**config.mk**
```make
export PLATFORM = sky130hd
export DESIGN_NAME = dmem_arbiter
export DESIGN_NICKNAME = d
export VERILOG_FILES = /design/src/rtl/dmem_arbiter_pkg.sv /design/src/rtl/dmem_arbiter_rd_tag_pipe.sv /design/src/rtl/dmem_arbiter.sv
export SDC_FILE = /design/constraint.sdc
export NUM_CORES = 1
export LEC_CHECK = 0
export ABC_CLOCK_PERIOD_IN_PS = 4070
export CAP_MARGIN = 20
export CORE_AREA = 4 4 118 120
export DETAILED_ROUTE_END_ITERATION = 8
export DIE_AREA = 0 0 122 124
export PLACE_DENSITY = 0.53
export SLEW_MARGIN = 20
export SYNTH_ARGS = -nofsm -noshare
export SYNTH_HDL_FRONTEND = slang
export SYNTH_HIERARCHICAL = 1
export SYNTH_SLANG_ARGS = --single-unit
```
**constraint.sdc**
```tcl
create_clock -name clock -period 4.07 [get_ports clock]
set_input_delay 0.407 -clock clock [delete_from_list [all_inputs] [get_ports clock]]
set_output_delay 0.407 -clock clock [all_outputs]
set_load 0.05 [all_outputs]
```
**src/rtl/dmem_arbiter_pkg.sv**
```systemverilog
`default_nettype none
// ---------------------------------------------------------------------------
// dmem_arbiter_pkg : shared codes and parameter checks for the dmem arbiter
// Revision 1.0
// ---------------------------------------------------------------------------
package dmem_arbiter_pkg;

  localparam logic [1:0] SIZE_BYTE = 2'b00;
  localparam logic [1:0] SIZE_HALF = 2'b01;
  localparam logic [1:0] SIZE_WORD = 2'b10;

  localparam logic OWNER_P = 1'b0;
  localparam logic OWNER_D = 1'b1;

  localparam int RD_LATENCY_MIN = 1;
  localparam int RD_LATENCY_MAX = 4;

  function automatic bit rd_latency_ok(input int lat);
    return (lat >= RD_LATENCY_MIN) && (lat <= RD_LATENCY_MAX);
  endfunction

endpackage
`default_nettype wire

```
**src/rtl/dmem_arbiter_rd_tag_pipe.sv**
```systemverilog
`default_nettype none
// ---------------------------------------------------------------------------
// rd_tag_pipe : {valid, owner} delay line matching the memory read latency
// Revision 1.0
// ---------------------------------------------------------------------------
module rd_tag_pipe #(
  parameter int DEPTH = 1
) (
  input  logic clock,
  input  logic reset,
  input  logic in_valid,
  input  logic in_owner,
  output logic out_valid,
  output logic out_owner
);

  logic [DEPTH-1:0] valid_q;
  logic [DEPTH-1:0] owner_q;

  always_ff @(posedge clock) begin
    if (reset) begin
      valid_q <= '0;
      owner_q <= '0;
    end else begin
      valid_q[0] <= in_valid;
      owner_q[0] <= in_owner;
      for (int i = 1; i < DEPTH; i++) begin
        valid_q[i] <= valid_q[i-1];
        owner_q[i] <= owner_q[i-1];
      end
    end
  end

  assign out_valid = valid_q[DEPTH-1];
  assign out_owner = owner_q[DEPTH-1];

endmodule
`default_nettype wire

```
**src/rtl/dmem_arbiter.sv**
```systemverilog
`default_nettype none
// ---------------------------------------------------------------------------
// dmem_arbiter : shares data_memory between processor (P) and loader (D)
// Revision 1.0
// ---------------------------------------------------------------------------
module dmem_arbiter
  import dmem_arbiter_pkg::*;
#(
  parameter int ADDR_W       = 32,
  parameter int DATA_W       = 32,
  parameter int RD_LATENCY   = 1,
  parameter int STARVE_LIMIT = 4
) (
  input  logic              clock,
  input  logic              reset,
  input  logic              p_req,
  input  logic              p_we,
  input  logic [ADDR_W-1:0] p_addr,
  input  logic [DATA_W-1:0] p_wdata,
  input  logic [1:0]        p_size,
  output logic              p_gnt,
  output logic              p_stall,
  output logic              p_rvalid,
  output logic [DATA_W-1:0] p_rdata,
  input  logic              d_req,
  input  logic              d_we,
  input  logic [ADDR_W-1:0] d_addr,
  input  logic [DATA_W-1:0] d_wdata,
  input  logic [1:0]        d_size,
  output logic              d_gnt,
  output logic              d_rvalid,
  output logic [DATA_W-1:0] d_rdata,
  output logic [ADDR_W-1:0] m_addr,
  output logic [DATA_W-1:0] m_wdata,
  output logic              m_re,
  output logic              m_we,
  output logic [1:0]        m_size,
  input  logic [DATA_W-1:0] m_rdata
);

  localparam int               CNT_W     = $clog2(STARVE_LIMIT + 1);
  localparam logic [CNT_W-1:0] CNT_LIMIT = CNT_W'(STARVE_LIMIT);

  if (!rd_latency_ok(RD_LATENCY)) begin : g_bad_latency
    $error("dmem_arbiter: RD_LATENCY out of range 1..4");
  end
  if (STARVE_LIMIT < 1 || STARVE_LIMIT > 255) begin : g_bad_starve
    $error("dmem_arbiter: STARVE_LIMIT out of range 1..255");
  end

  logic [CNT_W-1:0] starve_cnt;
  logic             force_d;
  logic             tag_valid;
  logic             tag_owner;

  always_comb begin
    force_d = d_req & (starve_cnt == CNT_LIMIT);
    d_gnt   = ~reset & d_req & (~p_req | force_d);
    p_gnt   = ~reset & p_req & ~d_gnt;
    p_stall = ~reset & p_req & ~p_gnt;
  end

  // Idle bus is driven to all-zero so the memory sees no stale address.
  always_comb begin
    m_addr  = '0;
    m_wdata = '0;
    m_size  = '0;
    m_re    = 1'b0;
    m_we    = 1'b0;
    if (d_gnt) begin
      m_addr  = d_addr;
      m_wdata = d_wdata;
      m_size  = d_size;
      m_re    = ~d_we;
      m_we    = d_we;
    end else if (p_gnt) begin
      m_addr  = p_addr;
      m_wdata = p_wdata;
      m_size  = p_size;
      m_re    = ~p_we;
      m_we    = p_we;
    end
  end

  // A withdrawn D request forfeits its accumulated wait credit.
  always_ff @(posedge clock) begin
    if (reset || !d_req || d_gnt) begin
      starve_cnt <= '0;
    end else if (starve_cnt != CNT_LIMIT) begin
      starve_cnt <= starve_cnt + 1'b1;
    end
  end

  rd_tag_pipe #(
    .DEPTH (RD_LATENCY)
  ) u_rd_tag_pipe (
    .clock     (clock),
    .reset     (reset),
    .in_valid  (m_re),
    .in_owner  (d_gnt ? OWNER_D : OWNER_P),
    .out_valid (tag_valid),
    .out_owner (tag_owner)
  );

  assign p_rvalid = ~reset & tag_valid & (tag_owner == OWNER_P);
  assign d_rvalid = ~reset & tag_valid & (tag_owner == OWNER_D);
  assign p_rdata  = m_rdata;
  assign d_rdata  = m_rdata;

endmodule
`default_nettype wire

```
## After elaboration in Yosys (flattened, before gate mapping)

Cells that the tools add are included.

- Reductions and logical operators: 3
- Eq/ne operators: 2
- Add/subtract/negate cells: 1
- Mux-type cells: 11
- Bitwise operators: 17

Operator list:

| cell | number |
|---|---|
| 32-bit two-way mux | 4 |
| 1-bit bitwise AND | 9 |
| 1-bit NOT | 7 |
| 1-bit two-way mux | 5 |
| 2-bit two-way mux | 2 |
| 3-bit by 1-bit adder with 3-bit output, second input constant | 1 |
| 3-bit equality test, second input constant | 1 |
| 3-bit != test, second input constant | 1 |
| 1-bit logical OR | 2 |
| 1-bit logical NOT | 1 |
| 1-bit OR | 1 |

- Word-level logic and storage cells: 37
- Output and inout port bits: 137
- Register bits after elaboration: 5

## Logic depth before layout (Yosys ltp)

- Word-level depth: 8
- Mapped depth: 7
- Gate-level depth less buffers: 6

## Cells and area by module

The synthesis kept the hierarchy.

By module, submodules not included:

| module | cells each | instances | sequential area each (µm²) | area each (µm²) |
|---|---|---|---|---|
| dmem_arbiter | 169 | 1 | 60.1 | 1,351.3 |
| rd_tag_pipe | 4 | 1 | 40.0 | 52.6 |

## Worst setup path after synthesis

Ideal clock, no wire load.

- Path type: register to output
- Start: register starve_cnt[0]
- End: output m_addr[12]
- Path slack: 1.819 ns
- Required time: 3.663 ns
- Cell stages (with the launch flop): 6
- Arrival: 1.844 ns
- Path through: dfxtp_1 -> inv_1 -> ha_1 -> a311oi_2 -> buf_2 -> a22o_1

- Word-level cells in the longest chain between the ends: 8

Ends and longest elaborated chain:

| item | RTL line | text |
|---|---|---|
| from (decl) | dmem_arbiter.sv:51 | `logic [CNT_W-1:0] starve_cnt;` |
| from (signal assigned) | dmem_arbiter.sv:90 | `starve_cnt <= starve_cnt + 1'b1;` |
| 3-bit equality test | dmem_arbiter.sv:57 | `force_d = d_req & (starve_cnt == CNT_LIMIT);` |
| 1-bit bitwise AND | dmem_arbiter.sv:57 |  |
| 1-bit OR | dmem_arbiter.sv:58 | `d_gnt = ~reset & d_req & (~p_req \| force_d);` |
| 1-bit bitwise AND | dmem_arbiter.sv:58 |  |
| 1-bit NOT | dmem_arbiter.sv:59 | `p_gnt = ~reset & p_req & ~d_gnt;` |
| 1-bit bitwise AND | dmem_arbiter.sv:59 |  |
| net p_gnt | dmem_arbiter.sv:21 | `output logic p_gnt,` |
| 32-bit two-way mux | dmem_arbiter.sv:76 | `end else if (p_gnt) begin` |
| 32-bit two-way mux | dmem_arbiter.sv:70 | `if (d_gnt) begin` |
| to (decl) | dmem_arbiter.sv:33 | `output logic [ADDR_W-1:0] m_addr,` |

The timed path passes the listed nets, and every way through them passes these cells.

## Worst setup path after layout

- Start: input reset
- End: output m_addr[1]

- Word-level cells in the longest chain between the ends: 7

Ends and longest elaborated chain:

| item | RTL line | text |
|---|---|---|
| from (decl) | dmem_arbiter.sv:15 | `input logic reset,` |
| 1-bit NOT (*) | dmem_arbiter.sv:58, dmem_arbiter.sv:59 |  |
| 1-bit bitwise AND (2 in a row) | dmem_arbiter.sv:58 |  |
| 1-bit NOT | dmem_arbiter.sv:59 |  |
| 1-bit bitwise AND | dmem_arbiter.sv:59 |  |
| 32-bit two-way mux | dmem_arbiter.sv:76 |  |
| 32-bit two-way mux (*) | dmem_arbiter.sv:70 |  |

Every way passes the cells marked *; elsewhere a longest branch is shown, timed or not.

==> metrics.csv <==
stage,metric,value,unit
finish,Multi-input gate area,746,sq um
clocking,CTS Buffer Depth,2,
sta,Tcrit/Tclk final,80.0,%
clocking,CTS tree,yes,
floorplan,Die Span X,122,microns
clocking,register clock-pin slew on the reported worst setup and hold paths,0.03,ns
detailed_routing,DRC errors left,0,
floorplan,initial core utilization,10.8,%
clocking,hold buffer count at cts,0,
synthesis,Synth cell types,15,
pwr,Power Density,196,nW/um^2
pwr,switching share of power,38.8,%
pwr,maximum VDD drop,0.000150,V
synthesis,"EDFF count, synth",0,
setup_path,"Max FO, Critical Path",41,
floorplan,# IOs,307,
synthesis,warnings from Yosys,6,
place,Placement Setup Slack,0.781,ns
clocking,CTS buffer count,3,
synthesis,Mapped Area,1400,sq um
synthesis,Synth Area per Inst,8.11,sq um
sta,Final Setup Violations,0,
pwr,register share of total power,7.9,%
synthesis,cell count after synthesis,173,
pwr,Cell Int Power,0.395,mW
place,port bufs,210,
detailed_routing,Via density,3.75,
detailed_routing,post-route ant nets,0,
global_routing,GRT Resource Usage Total,9.35,%
clocking,root buf cell,clkbuf_16,
sta,final worst setup slack,0.814,ns
clocking,# resized after CTS,0,
setup_path,launch point of the worst reg-to-reg path,starve_cnt[0]$_SDFFE_PP0P_,
global_routing,pin count of the biggest net entering global routing,70,
setup_path,CP Capture Type,output port,
global_routing,grt total ovfl,0,
sta,fin crit period,3.26,ns
worst_hold_path,Tightest Hold Check Type,flip-flop to flip-flop,
detailed_routing,Vias,1828,
setup_path,startpoint types,input port,
finish,Fill cells,1447,
floorplan,FP Rows,42,
floorplan,Core Box Area,13000,sq um
detailed_routing,wire per inst,16.1,microns
detailed_routing,Routed WL,7880,microns
synthesis,Async SR Flop Fraction,0,%
worst_hold_path,hold path startpoint,starve_cnt[0]$_SDFFE_PP0P_,
flow_run,Max-Cap Viols,0,
global_routing,antenna violations before repair,0,
clocking,postcts setup bufs,0,
status,result of the run,"complete, no violations",
setup_path,crit path from,reset,
pwr,overall power,0.646,mW
finish,antenna cell count,0,
clocking,H-tree depth,1,
clocking,worst skew pair latency,0.22,ns
sta,Slew HR,64.8,%
finish,layout cell share with drive strength beyond 1,2.88,%
pwr,Leakage,1.23,nW
detailed_routing,DR pass1 iterations,2,
pwr,NetSw,0.250,mW
synthesis,Main synth FF type,dfxtp_1,
finish,final core utilization,25.4,%
floorplan,Die Area,15100,sq um
synthesis,"Seq/Total Area, Yosys",7.13,%
sta,fmax,0.307,GHz
sta,Final Max Tran Viols,0,
sta,Total Neg Setup Slack,0,ns
setup_path,"Req. time, crit path",3.66,ns
pwr,combinational power share,67.5,%
floorplan,die height,124,microns
finish,Area Growth Syn to Fin,135,%
clocking,Clock Sink Count,5,
finish,Sequential Area,100,sq um
sta,actual slew at the worst max-slew pin,0.527,ns
place,dpl hpwl,6830,microns
synthesis,Seq cells post-synth,5,
global_routing,first-pass GRT wire length,11000,microns
sta,Setup Skew,0.000708,ns
sta,RSZ-0062 raised after global routing,false,
setup_path,Setup Crit Path Kind,input port to output port,
place,gpl congestion,0.687,
global_routing,vias in the first global route,2053,
finish,layout net count,485,
sta,Fin. Hold Viols,0,
setup_path,Critical Path AT,2.85,ns
pwr,clock share of power,24.6,%
detailed_routing,initial drt markers,35,
synthesis,post-synth net total,345,
## per-layer routing
metal  up-vias  routed length [microns]  GRT usage, %
li1        864                        -             -
met1       808                     2570          8.93
met2       119                     4190          18.6
met3        37                      907          3.13
met4         0                      217          3.01
met5         -                        0             0
## cell type report
cell class	count	share of cell area (%)
multi-input cells	85	22.6
inverters	5	0.569
repair buffers	213	64.7
flip-flops and latches	5	3.03
clock buffers	4	2.39
well taps	176	6.68
## logic make-up after synthesis
| group | share of synthesized area [%] |
|---|---|
| AOI/OAI and AO/OA | 44.3 |
| DFF | 7.13 |
| and+or+nand+nor | 4.99 |
| buffers and inverters | 41.1 |
| adders and majority gates | 1.78 |
| muxes | 0.713 |
## layout by cell type (no fill, tap or decap), types with 2 or more instances in the layout
| cell | count |
|---|---|
| nor3b_1 | 2 |
| clkdlybuf4s50_1 | 209 |
| buf_4 | 3 |
| clkbuf_16 | 3 |
| ha_1 | 2 |
| nand2_1 | 2 |
| dfxtp_1 | 5 |
| a22o_1 | 68 |
| nor2_1 | 3 |
| inv_1 | 5 |
| nor2b_1 | 3 |
## worst paths after layout
| check | endpoint | slack (ns) | cells past startpoint |
|---|---|---|---|
| hold / removal | starve_cnt[0]$_SDFFE_PP0P_ | 0.45 | 1 |
| hold reg to reg | starve_cnt[0]$_SDFFE_PP0P_ | 0.45 | 1 |
| setup / recovery | m_addr[1] | 0.81 | 6 |
| setup reg to reg | u_rd_tag_pipe/out_valid$_SDFF_PP0_ | 2.29 | 7 |
## stage by stage
step                cell area, sq um  hold slack (ns)  instances
finish                          3300            0.450        488
global route                    3300            0.491        488
CTS                             3300            0.456        488
detailed placement              3220            0.452        484
global placement                3220            0.438        484
floorplan                       1400            0.427        173
## cells in the mapped netlist (2+ instances only)
library cell	instances	area share, %
buf_4	67	36
inv_1	5	1.3
nor3b_1	2	1.1
nor2_1	3	0.80
nor2b_1	3	1.3
buf_2	11	3.9
dfxtp_1	5	7.1
ha_1	2	1.8
nand2_1	2	0.53
a22o_1	68	42
## power groups by stage
| stage | Combinational [mW] | Clock [mW] | Sequential (mW) |
|---|---|---|---|
| after CTS | 0.441 | 0.161 | 0.0512 |
| after detailed placement | 0.440 | 0 | 0.0519 |
| final | 0.436 | 0.159 | 0.0512 |
| after floorplan | 0.381 | 0 | 0.0517 |
| after global routing | 0.456 | 0.166 | 0.0513 |
| after global placement | 0.437 | 0 | 0.0518 |
## state kept, by name, indices dropped and copies added, names as in the netlist
| signal | flops |
|---|---|
| starve_cnt | 3 |
| u_rd_tag_pipe/out_owner | 1 |
| u_rd_tag_pipe/out_valid | 1 |
## critical path, stage by stage
cell	delay [ns]
clkdlybuf4s50_1	0.54
nor2b_1	0.25
a21boi_4	0.22
buf_4	0.38
a22o_1	0.22
clkdlybuf4s50_1	0.81
Power figures use the tool's default switching activity.
